--- src/rtl/bcd_updown_counter_multi_if.sv ---
// Bus bundle for bcd_updown_counter_multi.
//   master : drives load, counter_on, count_up and data_in; observes count, tc, at_max and at_zero
//   slave  : the counter core
// Digit i occupies [i*DW +: DW] of data_in and count, and digit 0 is the least significant digit.
interface bcd_updown_counter_multi_if #(
    parameter int unsigned DIGITS = 2,
    parameter int unsigned RADIX  = 10
);
    localparam int unsigned DW = $clog2(RADIX);
    localparam int unsigned CW = DIGITS * DW;

    logic          load;
    logic          counter_on;
    logic          count_up;
    logic [CW-1:0] data_in;
    logic [CW-1:0] count;
    logic          tc;
    logic          at_max;
    logic          at_zero;

    modport master (
        output load, counter_on, count_up, data_in,
        input  count, tc, at_max, at_zero
    );

    modport slave (
        input  load, counter_on, count_up, data_in,
        output count, tc, at_max, at_zero
    );
endinterface

--- src/rtl/bcd_updown_counter_multi.sv ---
// Multi-digit up/down counter. Every digit has the same radix (default BCD).
// The counter has a synchronous load that clamps out-of-range digits to RADIX-1.
// A carry or borrow ripples through all digits within one clock.
// tc is a registered flag that marks a whole-counter wrap.
// Ports:
//   clk   : rising-edge clock
//   reset : asynchronous, active-high; clears count and tc
//   bus   : slave modport of bcd_updown_counter_multi_if
//           (load, counter_on, count_up, data_in -> count, tc, at_max, at_zero)
// Configuration macro:
//   COUNTER_SAT_EN : when defined, the counter saturates at all-max and at all-zero instead of
//                    wrapping, and tc flags each count attempt that was blocked.
module bcd_updown_counter_multi #(
    parameter int unsigned DIGITS = 2,
    parameter int unsigned RADIX  = 10
) (
    input  logic                             clk,
    input  logic                             reset,
    bcd_updown_counter_multi_if.slave        bus
);
    localparam int unsigned   DW   = $clog2(RADIX);
    localparam int unsigned   CW   = DIGITS * DW;
    localparam logic [DW-1:0] DMAX = DW'(RADIX - 1);

    logic [CW-1:0] count_q;
    logic [CW-1:0] count_d;
    logic          tc_q;
    logic          tc_d;
    logic [CW-1:0] load_val;
    logic [CW-1:0] step_val;
    logic          wrap;
    logic          all_max;
    logic          all_zero;
    logic [DW-1:0] ld_digit;
    logic [DW-1:0] cnt_digit;

    // Clamp each incoming digit to the legal range [0, RADIX-1].
    always_comb begin
        load_val = '0;
        ld_digit = '0;
        for (int unsigned i = 0; i < DIGITS; i++) begin
            ld_digit = bus.data_in[i*DW +: DW];
            load_val[i*DW +: DW] = ({1'b0, ld_digit} >= (DW+1)'(RADIX)) ? DMAX : ld_digit;
        end
    end

    // Single-cycle ripple. wrap stays set only if every digit wrapped.
    always_comb begin
        step_val  = count_q;
        wrap      = 1'b1;
        cnt_digit = '0;
        for (int unsigned i = 0; i < DIGITS; i++) begin
            if (wrap) begin
                cnt_digit = count_q[i*DW +: DW];
                if (bus.count_up) begin
                    if (cnt_digit == DMAX) begin
                        step_val[i*DW +: DW] = '0;
                    end else begin
                        step_val[i*DW +: DW] = cnt_digit + DW'(1);
                        wrap = 1'b0;
                    end
                end else begin
                    if (cnt_digit == '0) begin
                        step_val[i*DW +: DW] = DMAX;
                    end else begin
                        step_val[i*DW +: DW] = cnt_digit - DW'(1);
                        wrap = 1'b0;
                    end
                end
            end
        end
    end

    // Priority: load > count > hold. tc is high only after a wrap, or after a blocked count in saturating mode.
    always_comb begin
        count_d = count_q;
        tc_d    = 1'b0;
        if (bus.load) begin
            count_d = load_val;
        end else if (bus.counter_on) begin
            tc_d = wrap;
`ifdef COUNTER_SAT_EN
            if (!wrap) begin
                count_d = step_val;
            end
`else
            count_d = step_val;
`endif
        end
    end

    always_ff @(posedge clk or posedge reset) begin
        if (reset) begin
            count_q <= '0;
            tc_q    <= 1'b0;
        end else begin
            count_q <= count_d;
            tc_q    <= tc_d;
        end
    end

    // Combinational all-max and all-zero detection on the stored value.
    always_comb begin
        all_max  = 1'b1;
        all_zero = 1'b1;
        for (int unsigned i = 0; i < DIGITS; i++) begin
            if (count_q[i*DW +: DW] != DMAX) all_max  = 1'b0;
            if (count_q[i*DW +: DW] != '0)   all_zero = 1'b0;
        end
    end

    assign bus.count   = count_q;
    assign bus.tc      = tc_q;
    assign bus.at_max  = all_max;
    assign bus.at_zero = all_zero;

endmodule

--- src/flat_wrapper.sv ---
// flat-port wrapper written by rule: the top's interface ports become plain ports
module bcd_updown_counter_multi_flat 
#(
    parameter int unsigned DIGITS = 2,
    parameter int unsigned RADIX  = 10
)
  (clk, reset, bus_load, bus_counter_on, bus_count_up, bus_data_in, bus_count, bus_tc, bus_at_max, bus_at_zero);
  bcd_updown_counter_multi_if #(.DIGITS(DIGITS), .RADIX(RADIX)) bus_i ();
  input  logic clk;
  input  logic reset;
  input wire logic [$bits(bus_i.load)-1:0] bus_load;
  input wire logic [$bits(bus_i.counter_on)-1:0] bus_counter_on;
  input wire logic [$bits(bus_i.count_up)-1:0] bus_count_up;
  input wire logic [$bits(bus_i.data_in)-1:0] bus_data_in;
  output wire logic [$bits(bus_i.count)-1:0] bus_count;
  output wire logic [$bits(bus_i.tc)-1:0] bus_tc;
  output wire logic [$bits(bus_i.at_max)-1:0] bus_at_max;
  output wire logic [$bits(bus_i.at_zero)-1:0] bus_at_zero;
  assign bus_i.load = bus_load;
  assign bus_i.counter_on = bus_counter_on;
  assign bus_i.count_up = bus_count_up;
  assign bus_i.data_in = bus_data_in;
  assign bus_count = bus_i.count;
  assign bus_tc = bus_i.tc;
  assign bus_at_max = bus_i.at_max;
  assign bus_at_zero = bus_i.at_zero;
  bcd_updown_counter_multi #(.DIGITS(DIGITS), .RADIX(RADIX)) u_core (.clk(clk), .reset(reset), .bus(bus_i));
endmodule
--- config.mk ---
export PLATFORM = sky130hd
export DESIGN_NAME = bcd_updown_counter_multi_flat
export DESIGN_NICKNAME = d
export VERILOG_FILES = /design/src/rtl/bcd_updown_counter_multi_if.sv /design/src/rtl/bcd_updown_counter_multi.sv /design/src/flat_wrapper.sv
export SDC_FILE = /design/constraint.sdc
export NUM_CORES = 1
export LEC_CHECK = 0
export ABC_AREA = 1
export CORE_ASPECT_RATIO = 1.4
export CORE_MARGIN = 2
export CORE_UTILIZATION = 35
export CTS_BUF_LIST = sky130_fd_sc_hd__clkbuf_4
export DETAILED_ROUTE_END_ITERATION = 6
export PLACE_DENSITY = 0.7
export SYNTH_ARGS = -nofsm -noshare
export SYNTH_HDL_FRONTEND = slang
export SYNTH_SLANG_ARGS = --single-unit
export TNS_END_PERCENT = 20
--- constraint.sdc ---
create_clock -name clk -period 1.1 [get_ports clk]
set_input_delay 0.22 -clock clk [delete_from_list [all_inputs] [get_ports clk]]
set_output_delay 0.22 -clock clk [all_outputs]
set_load 0.005 [all_outputs]
## Yosys cells after proc, flatten, opt, wreduce, memory -nomap -nowiden

Cells that the tools add are included.

| word-level totals | value |
|---|---|
| register bits | 9 |
| input port bits | 13 |
| output and inout port bits | 11 |
| word-level logic and storage cells | 44 |

| operators by class | value |
|---|---|
| add/subtract/negate cells | 4 |
| $lt $le $gt $ge | 2 |
| equality and inequality tests | 4 |
| multiplexer cells | 24 |
| reductions and logical operators | 7 |

Operators by type and width:

| kind | number |
|---|---|
| 4-bit 2-to-1 mux | 9 |
| 8-bit 2-to-1 mux | 2 |
| 1-bit 2-to-1 mux | 13 |
| 4-bit by 1-bit adder with 4-bit output (second input constant) | 2 |
| 4-bit equality test (second input constant) | 2 |
| 4-bit >= comparator (second input constant) | 2 |
| 4-bit logical NOT | 2 |
| 4-bit != test (second input constant) | 2 |
| 4-bit nonzero test | 2 |
| 4-bit by 1-bit subtractor with 4-bit output (second input constant) | 2 |
| 2-bit nonzero test | 2 |
| 2-bit AND reduction | 1 |

## Longest topological paths before layout

Gate-level depths: netlist (run 1).

| depth | value |
|---|---|
| depth in word-level cells | 6 |
| depth in mapped cells | 10 |
| gate-level depth less buffers | 10 |

## Worst setup path after synthesis (run 1)

Ideal clock, no wire load.

| path | value |
|---|---|
| path type | reg-to-reg |
| start | register u_core.count_q[4] (netlist: u_core.bus.count[4]) |
| end | register u_core.count_q[7] (netlist: u_core.bus.count[7]) |
| library setup time | 0.117 ns |
| data arrival time | 1.030 ns |
| data required time | 0.983 ns |
| setup slack | -0.047 ns |
| cell stages (with the launch flop) | 9 |
| buffers on the path | 0 |
| period minus slack after synthesis | 1.147 ns |
| cells stage by stage | dfrtp_1 > nor2_1 > nand2_1 > nand2_1 > nand2_1 > nand2_1 > nand3_1 > nand3_2 > nand2_1 |

| between the ends | value |
|---|---|
| longest elaborated chain between the ends | 6 |
| elaborated cells between the ends (all ways) | 10 |
| those cells by class | add/sub (2); eq/ne (1); mux (6); reduce/logical (1) |

RTL lines:

| element | line | source |
|---|---|---|
| start: declaration | bcd_updown_counter_multi.sv:25 | `logic [CW-1:0] count_q;` |
| start signal: assignment | bcd_updown_counter_multi.sv:97 | `count_q <= count_d;` |
| 4-bit by 1-bit subtractor with 4-bit output (tied with other cells) | bcd_updown_counter_multi.sv:66 | `step_val[i*DW +: DW] = cnt_digit - DW'(1);` |
| 4-bit 2-to-1 mux (on tied branches) | bcd_updown_counter_multi.sv:63, bcd_updown_counter_multi.sv:56 |  |
| 4-bit 2-to-1 mux (*) | bcd_updown_counter_multi.sv:55 | `if (bus.count_up) begin` |
| 4-bit 2-to-1 mux (*) | bcd_updown_counter_multi.sv:53 | `if (wrap) begin` |
| 8-bit 2-to-1 mux (*) | bcd_updown_counter_multi.sv:80 | `end else if (bus.counter_on) begin` |
| 8-bit 2-to-1 mux (*) | bcd_updown_counter_multi.sv:78 | `if (bus.load) begin` |

Every way passes the cells marked *; elsewhere a longest branch is shown, timed or not. The select of a mux whose other input is x is not followed.
A chain may end at the register's enable or synchronous reset.

## Final worst setup path (run 1)

| path | value |
|---|---|
| start | register u_core.count_q[0] (netlist: u_core.bus.count[0]) |
| end | output bus_at_max |

| between the ends | value |
|---|---|
| longest elaborated chain between the ends | 3 |

RTL lines:

| element | line | source |
|---|---|---|
| 4-bit != test | bcd_updown_counter_multi.sv:107 | `if (count_q[i*DW +: DW] != DMAX) all_max = 1'b0;` |
| 1-bit 2-to-1 mux (2 in a row) | bcd_updown_counter_multi.sv:107 |  |
| end: declaration | flat_wrapper.sv:17 | `output wire logic [$bits(bus_i.at_max)-1:0] bus_at_max;` |

Every way passes these cells.

==> results of run 1 <==
-- metrics by stage --
stage / hold slack, ns / power (mW)
3_3_place_gp: 0.5098 / 1.280
2_1_floorplan: 0.04772 / 0.8495
3_5_place_dp: 0.5127 / 1.298
4_1_cts: 0.2338 / 1.715
6_report: 0.2310 / 1.953
5_1_grt: 0.2693 / 2.077
-- synth_stat cells, types with 3 or more instances --
cell / n
inv_2: 7
nand3_1: 15
nor2_1: 14
a21oi_1: 6
dfrtp_1: 9
o21ai_1: 4
nand2_1: 43
inv_1: 9
nand2_2: 3
-- path summary, 6_finish.rpt --
kind                                startpoint  slack (ns)  cells past startpoint             endpoint
hold reg to reg            u_core.bus.count[5]        0.63                      2  u_core.bus.count[5]
setup / recovery           u_core.bus.count[0]       -0.47                      6           bus_at_max
min in group clk                  bus_count_up        0.45                      3        u_core.bus.tc
max in group asynchronous                reset        0.56                      2  u_core.bus.count[2]
setup reg to reg           u_core.bus.count[0]       -0.31                      9  u_core.bus.count[4]
hold / removal                           reset        0.23                      2  u_core.bus.count[6]
-- cell families after synthesis --
family / Yosys count / share of synthesized area
AO/OA/AOI/OAI: 17 / 0.1168
buffers and inverters: 21 / 0.1045
flip-flops: 9 / 0.2765
AND/OR/NAND/NOR: 86 / 0.5023
-- flip-flops by register name, summed over array words and instances (netlist names) --
name              count
u_core.bus.tc         1
u_core.bus.count      8
-- layout make-up --
cell class | count | share of cell area
tap | 22 | 0.01763
timing repair buffer | 68 | 0.3630
inverter | 18 | 0.04968
clock buffer | 4 | 0.01923
sequential | 9 | 0.1490
multi-input combinational | 103 | 0.4014
-- critical path, delay by kind of cell, from the launching register on --
| kind | cells | cell delay, ns |
|---|---|---|
| DFF | 1 | 0.44 |
| buffers and inverters | 3 | 0.33 |
| and+or+nand+nor | 3 | 0.32 |
-- power by group through the flow --
stage	combinational [mW]	clock [mW]	sequential [mW]
2_1_floorplan	0.375	0	0.475
3_3_place_gp	0.835	0	0.445
3_5_place_dp	0.850	0	0.448
4_1_cts	0.980	0.288	0.447
5_1_grt	1.27	0.334	0.475
6_report	1.18	0.303	0.467
-- layout by cell type (no fill, tap or decap) --
cell             instances
nor3_2                   1
inv_2                    6
buf_2                    2
nor4_4                   1
o21ai_0                  2
nor2_2                   4
a21oi_1                  3
a21oi_4                  1
a21oi_2                  3
nand3_1                 11
dfrtp_2                  6
nand2_1                 36
a31oi_1                  2
nor3_1                   1
dlymetal6s2s_1           2
dlygate4sd2_1            2
nor2_1                   8
nand2_4                  4
nand3_4                  1
nand4_1                  2
clkdlybuf4s50_1         10
nand3_2                  6
inv_4                    4
buf_4                   34
o21ai_2                  2
o21ai_1                  2
clkbuf_2                 7
nor2_4                   4
o22ai_1                  1
inv_1                    8
dfrtp_1                  3
clkbuf_4                 4
buf_6                   11
nand2_2                  7
a22oi_1                  1
-- routing by layer --
metal / wire length (µm) / track usage / vias up
met5: 0 / 0 / -
met4: 59 / 0.06303 / 0
met3: 189 / 0.04399 / 10
met2: 1852 / 0.4369 / 53
met1: 1306 / 0.2962 / 584
li1: - / - / 570
-- what timing repair did --
item	CTS	global route
setup endpoints to repair	19	20
gates cloned	0	0
pin swaps	2	7
resized for setup	34	48
setup buffers	11	3
==> run_results.csv, run 1 <==
group,metric,value,unit
run_status,status,"finished with violations",
routing,ant_nets,0,
cts,insertion_delay,0.27,ns
grt,grt_max_degree,13,
sta,setup_ws,-0.4741,ns
sta,maxSlewHeadroom,0.7312,
logic_synthesis,synth.top_cell.area_share,0.2765,
placement,gp_congestion,0.8387,
grt,antenna_found_initial,0,
cts,path_clk_slew,0.07,ns
run,cap_violations,0,
logic_synthesis,synth_edf_count,0,
critical_path,arrival,1.35,ns
floorplan,die-area,2735,µm²
placement,dp_cells,206,
power_and_ir_drop,power.switching,0.8114,mW
floorplan,die_w,44.77,µm
layout,seqCellArea,232.7,µm²
min_path,hold_class,"input pin to asynchronous set/reset pin",
routing,drt_iter0_markers,52,
grt,grt_pass1_wl,5.002,mm
grt,grt_pass1_vias,1164,
logic_synthesis,synth_area_leaders,"dfrtp_1 (28%), nand2_1 (20%), nand3_1 (9.2%), nor2_1 (6.5%), inv_1 (4.1%)",
power_and_ir_drop,switching_share,0.4154,
cts,numCtsBuffers,3,
cts,cts_tree,"built",
critical_path,crit_path_start_kind,"flop",
routing,post_drt_via_cell_ratio,5.433,
logic_synthesis,postSynthCellCount,133,
critical_path,end_kind,"primary output",
logic_synthesis,yosysSeqAreaShare,0.2765,
sta,fin_skew,0.001773,ns
floorplan,rows,20,
placement,dpl-instance-area,1299,µm²
routing,drc,0,
power_and_ir_drop,p_comb_frac,0.606,
sta,report.final.slew_viol_count,0,
logic_synthesis,ys.flop_type,"dfrtp_1",
floorplan,start_util,0.3741,
sta,worstMarginPinSlew,0.4028,ns
routing,routedWlPerCell,15.21,µm
cts,cts-root-buf,"clkbuf_4",
routing,drt-total-wl,3.407,mm
layout,antenna-diode-count,0,
logic_synthesis,yosys_warnings,0,
floorplan,core,2177,µm²
power_and_ir_drop,p_seq_frac,0.239,
power_and_ir_drop,p_per_area,1251,nW/µm²
power_and_ir_drop,ir_worst_vdd,1055,µV
placement,dp_slack,-0.4711,ns
placement,numPortBuffers,23,
layout,multi_input_area,626.9,µm²
run_status,violations,"negative setup slack",
cts,cts_buffer_depth,2,
power_and_ir_drop,p_int,1.142,mW
logic_synthesis,synth_fp_nets,146,
placement,dp.final_hpwl,1.986,mm
layout,layout-drive-gt1-share,0.5347,
cts,cts.sinks,9,
sta,final.period_utilization,1.431,
critical_path,critPathKind,"flop to primary output",
routing,dr_total_vias,1217,
logic_synthesis,avgSynthCellArea,6.124,µm²
logic_synthesis,synth_area_leader_cell,"dfrtp_1",
sta,tns,-3.901,ns
routing,dr.pass1.iters,5,
cts,h-tree-depth,1,
sta,rsz0062_at_grt,"yes",
logic_synthesis,synth.distinct_cells,25,
critical_path,critPathSlowestCell,"dfrtp_1",
logic_synthesis,synthArstFlopShare,1.000,
grt,grtUsageTotal,0.2429,
critical_path,cp.required,0.88,ns
layout,syn_to_final_growth,91.71,%
layout,finalNonFillerCells,224,
critical_path,path_max_fanout,3,
layout,fill_cells,175,
sta,finalHoldViolations,0,
sta,layout_min_cycle_time,1.574,ns
layout,final_util,0.7172,
logic_synthesis,synth_seq_cells,9,
layout,fin_nets,216,
grt,grt.overflow.total,0,
sta,max_freq,635.3,MHz
cts,cts_hold_buf,0,
layout,fin_area,1562,µm²
power_and_ir_drop,power.leakage,0.8198,nW
floorplan,die_h,61.08,µm
critical_path,crit_chain,"buf_4 -> inv_2 -> nor2_2 -> nand2_2 -> nor3_2 -> buf_2",
power_and_ir_drop,pwr-share-clk,0.155,
floorplan,io-pin-count,24,
logic_synthesis,syn_area,814.5,µm²
critical_path,max_stage_delay,0.44,ns
sta,timing.final.setup_violations,18,
No activity file was read; power rests on OpenSTA's default activity.
==> run 2, diff against run 1 <==
--- a/config.mk
+++ b/config.mk
@@ -7,7 +7,6 @@
 export LEC_CHECK = 0
 export ABC_AREA = 1
 export CORE_ASPECT_RATIO = 1.4
-export CORE_MARGIN = 2
 export CORE_UTILIZATION = 35
 export CTS_BUF_LIST = sky130_fd_sc_hd__clkbuf_4
 export DETAILED_ROUTE_END_ITERATION = 6
==> run 2 against run 1 <==
- the run still ends with negative setup slack left
- worst hold slack worse by 0.0025 ns
- clock-buffer cell count stayed put
- worst setup slack improved by 0.11 ns
- cell count increased by 2.2%
- largest power group unchanged
==> run_results.csv, run 2 (synthesized netlist as in run 1, its figures left out) <==
group,metric,value,unit
routing,drt_iter0_markers,32,
cts,insertion_delay,0.27,ns
routing,ant_nets,0,
power_and_ir_drop,finalPower,1.951,mW
routing,drc,0,
floorplan,die_h,59.08,µm
sta,tns,-3.973,ns
placement,dp.final_hpwl,1.895,mm
sta,fin_skew,0.006750,ns
grt,grt_pass1_wl,5.099,mm
run,cap_violations,0,
sta,fin_hold_ws,0.2285,ns
layout,largest_register_ffs,8,
layout,syn_to_final_growth,94.62,%
placement,dp_cells,202,
placement,dpl-instance-area,1269,µm²
power_and_ir_drop,ir_worst_vdd,815.0,µV
routing,drt-total-wl,3.175,mm
layout,finalNonFillerCells,229,
routing,post_drt_via_cell_ratio,5.332,
layout,antenna-diode-count,0,
floorplan,rows,20,
layout,mostFrequentLayoutCells,"nand2_1 (38), buf_4 (37), buf_6 (15), nand3_1 (13), clkdlybuf4s50_1 (12)",
cts,cts.sinks,9,
routing,routedWlPerCell,13.86,µm
grt,grt_max_degree,13,
min_path,hold_class,"input pin to asynchronous set/reset pin",
grt,antenna_found_initial,0,
cts,cts_buffer_depth,2,
floorplan,core,2177,µm²
critical_path,crit_path_start_kind,"flop",
placement,dp_slack,-0.4599,ns
layout,layout_commonest_cell,"nand2_1",
sta,layout_min_cycle_time,1.461,ns
floorplan,io-pin-count,24,
sta,worstMarginPinSlew,0.3967,ns
power_and_ir_drop,power.leakage,0.8131,nW
sta,final.period_utilization,1.328,
critical_path,cp.required,0.88,ns
sta,report.final.slew_viol_count,0,
layout,fin_area,1585,µm²
sta,maxSlewHeadroom,0.7353,
critical_path,critPathKind,"flop to primary output",
layout,layout-drive-gt1-share,0.4976,
cts,cts_tree,"built",
grt,grt_pass1_vias,1179,
sta,timing.final.setup_violations,19,
layout,fill_cells,148,
routing,dr_total_vias,1221,
cts,numCtsBuffers,3,
cts,path_clk_slew,0.07,ns
cts,h-tree-depth,1,
cts,cts-root-buf,"clkbuf_4",
sta,max_freq,684.3,MHz
layout,multi_input_area,599.3,µm²
critical_path,arrival,1.24,ns
placement,numPortBuffers,23,
critical_path,path_max_fanout,3,
floorplan,start_util,0.3741,
placement,gp_congestion,0.8376,
grt,grt.overflow.total,0,
critical_path,end_kind,"primary output",
sta,setup_ws,-0.3613,ns
sta,finalHoldViolations,0,
run_status,status,"finished with violations",
routing,dr.pass1.iters,4,
floorplan,die-area,2527,µm²
sta,rsz0062_at_grt,"yes",
grt,grtUsageTotal,0.2680,
run_status,violations,"negative setup slack",
layout,fin_nets,221,
layout,final_util,0.7282,
power_and_ir_drop,p_per_area,1231,nW/µm²
floorplan,die_w,42.77,µm
layout,seqCellArea,230.2,µm²
-- run 2: routing by layer --
layer / GRT usage / wire length (µm)
met5: 0 / 0
met4: 0.1563 / 128
met3: 0.03963 / 156
met2: 0.4654 / 1622
met1: 0.3074 / 1268
-- run 2: final timing paths --
| kind | to | slack [ns] | start | cells after the start |
|---|---|---|---|---|
| max reg2reg | u_core.bus.count[7] | -0.29 | u_core.bus.count[5] | 10 |
| max in group asynchronous | u_core.bus.count[1] | 0.56 | reset | 2 |
| min | u_core.bus.count[7] | 0.23 | reset | 2 |
| min in group clk | u_core.bus.count[3] | 0.62 | u_core.bus.count[3] | 3 |
| min reg2reg | u_core.bus.count[3] | 0.62 | u_core.bus.count[3] | 3 |
| max | bus_at_max | -0.36 | u_core.bus.count[5] | 5 |
-- run 2: worst max-delay path: stages, from the launching register on --
cell,delay (ns)
dfrtp_2,0.41
buf_6,0.13
inv_4,0.06
nand3_4,0.07
nor3_2,0.17
buf_2,0.13
-- run 2: cell type report --
| class | count | share of cell area |
|---|---|---|
| clock buffers | 4 | 0.01894 |
| inverters | 18 | 0.04657 |
| multi-input cells | 103 | 0.3781 |
| flip-flops and latches | 9 | 0.1452 |
| well taps | 22 | 0.01736 |
| repair buffers | 73 | 0.3938 |
-- run 2: report_power, final --
part	internal [mW]	leakage (nW)	switching [mW]
logic	0.641	0.688	0.592
clock network	0.165	0.0184	0.125
registers	0.384	0.106	0.0444
total	1.19	0.813	0.761
-- run 2: repair_timing --
item | CTS | global route
gates resized for setup | 52 | 21
setup endpoints to repair | 19 | 20
hold endpoints to repair | 0 | 0
setup buffers | 23 | 0
pin swaps | 9 | 0
hold buffers | 0 | 0
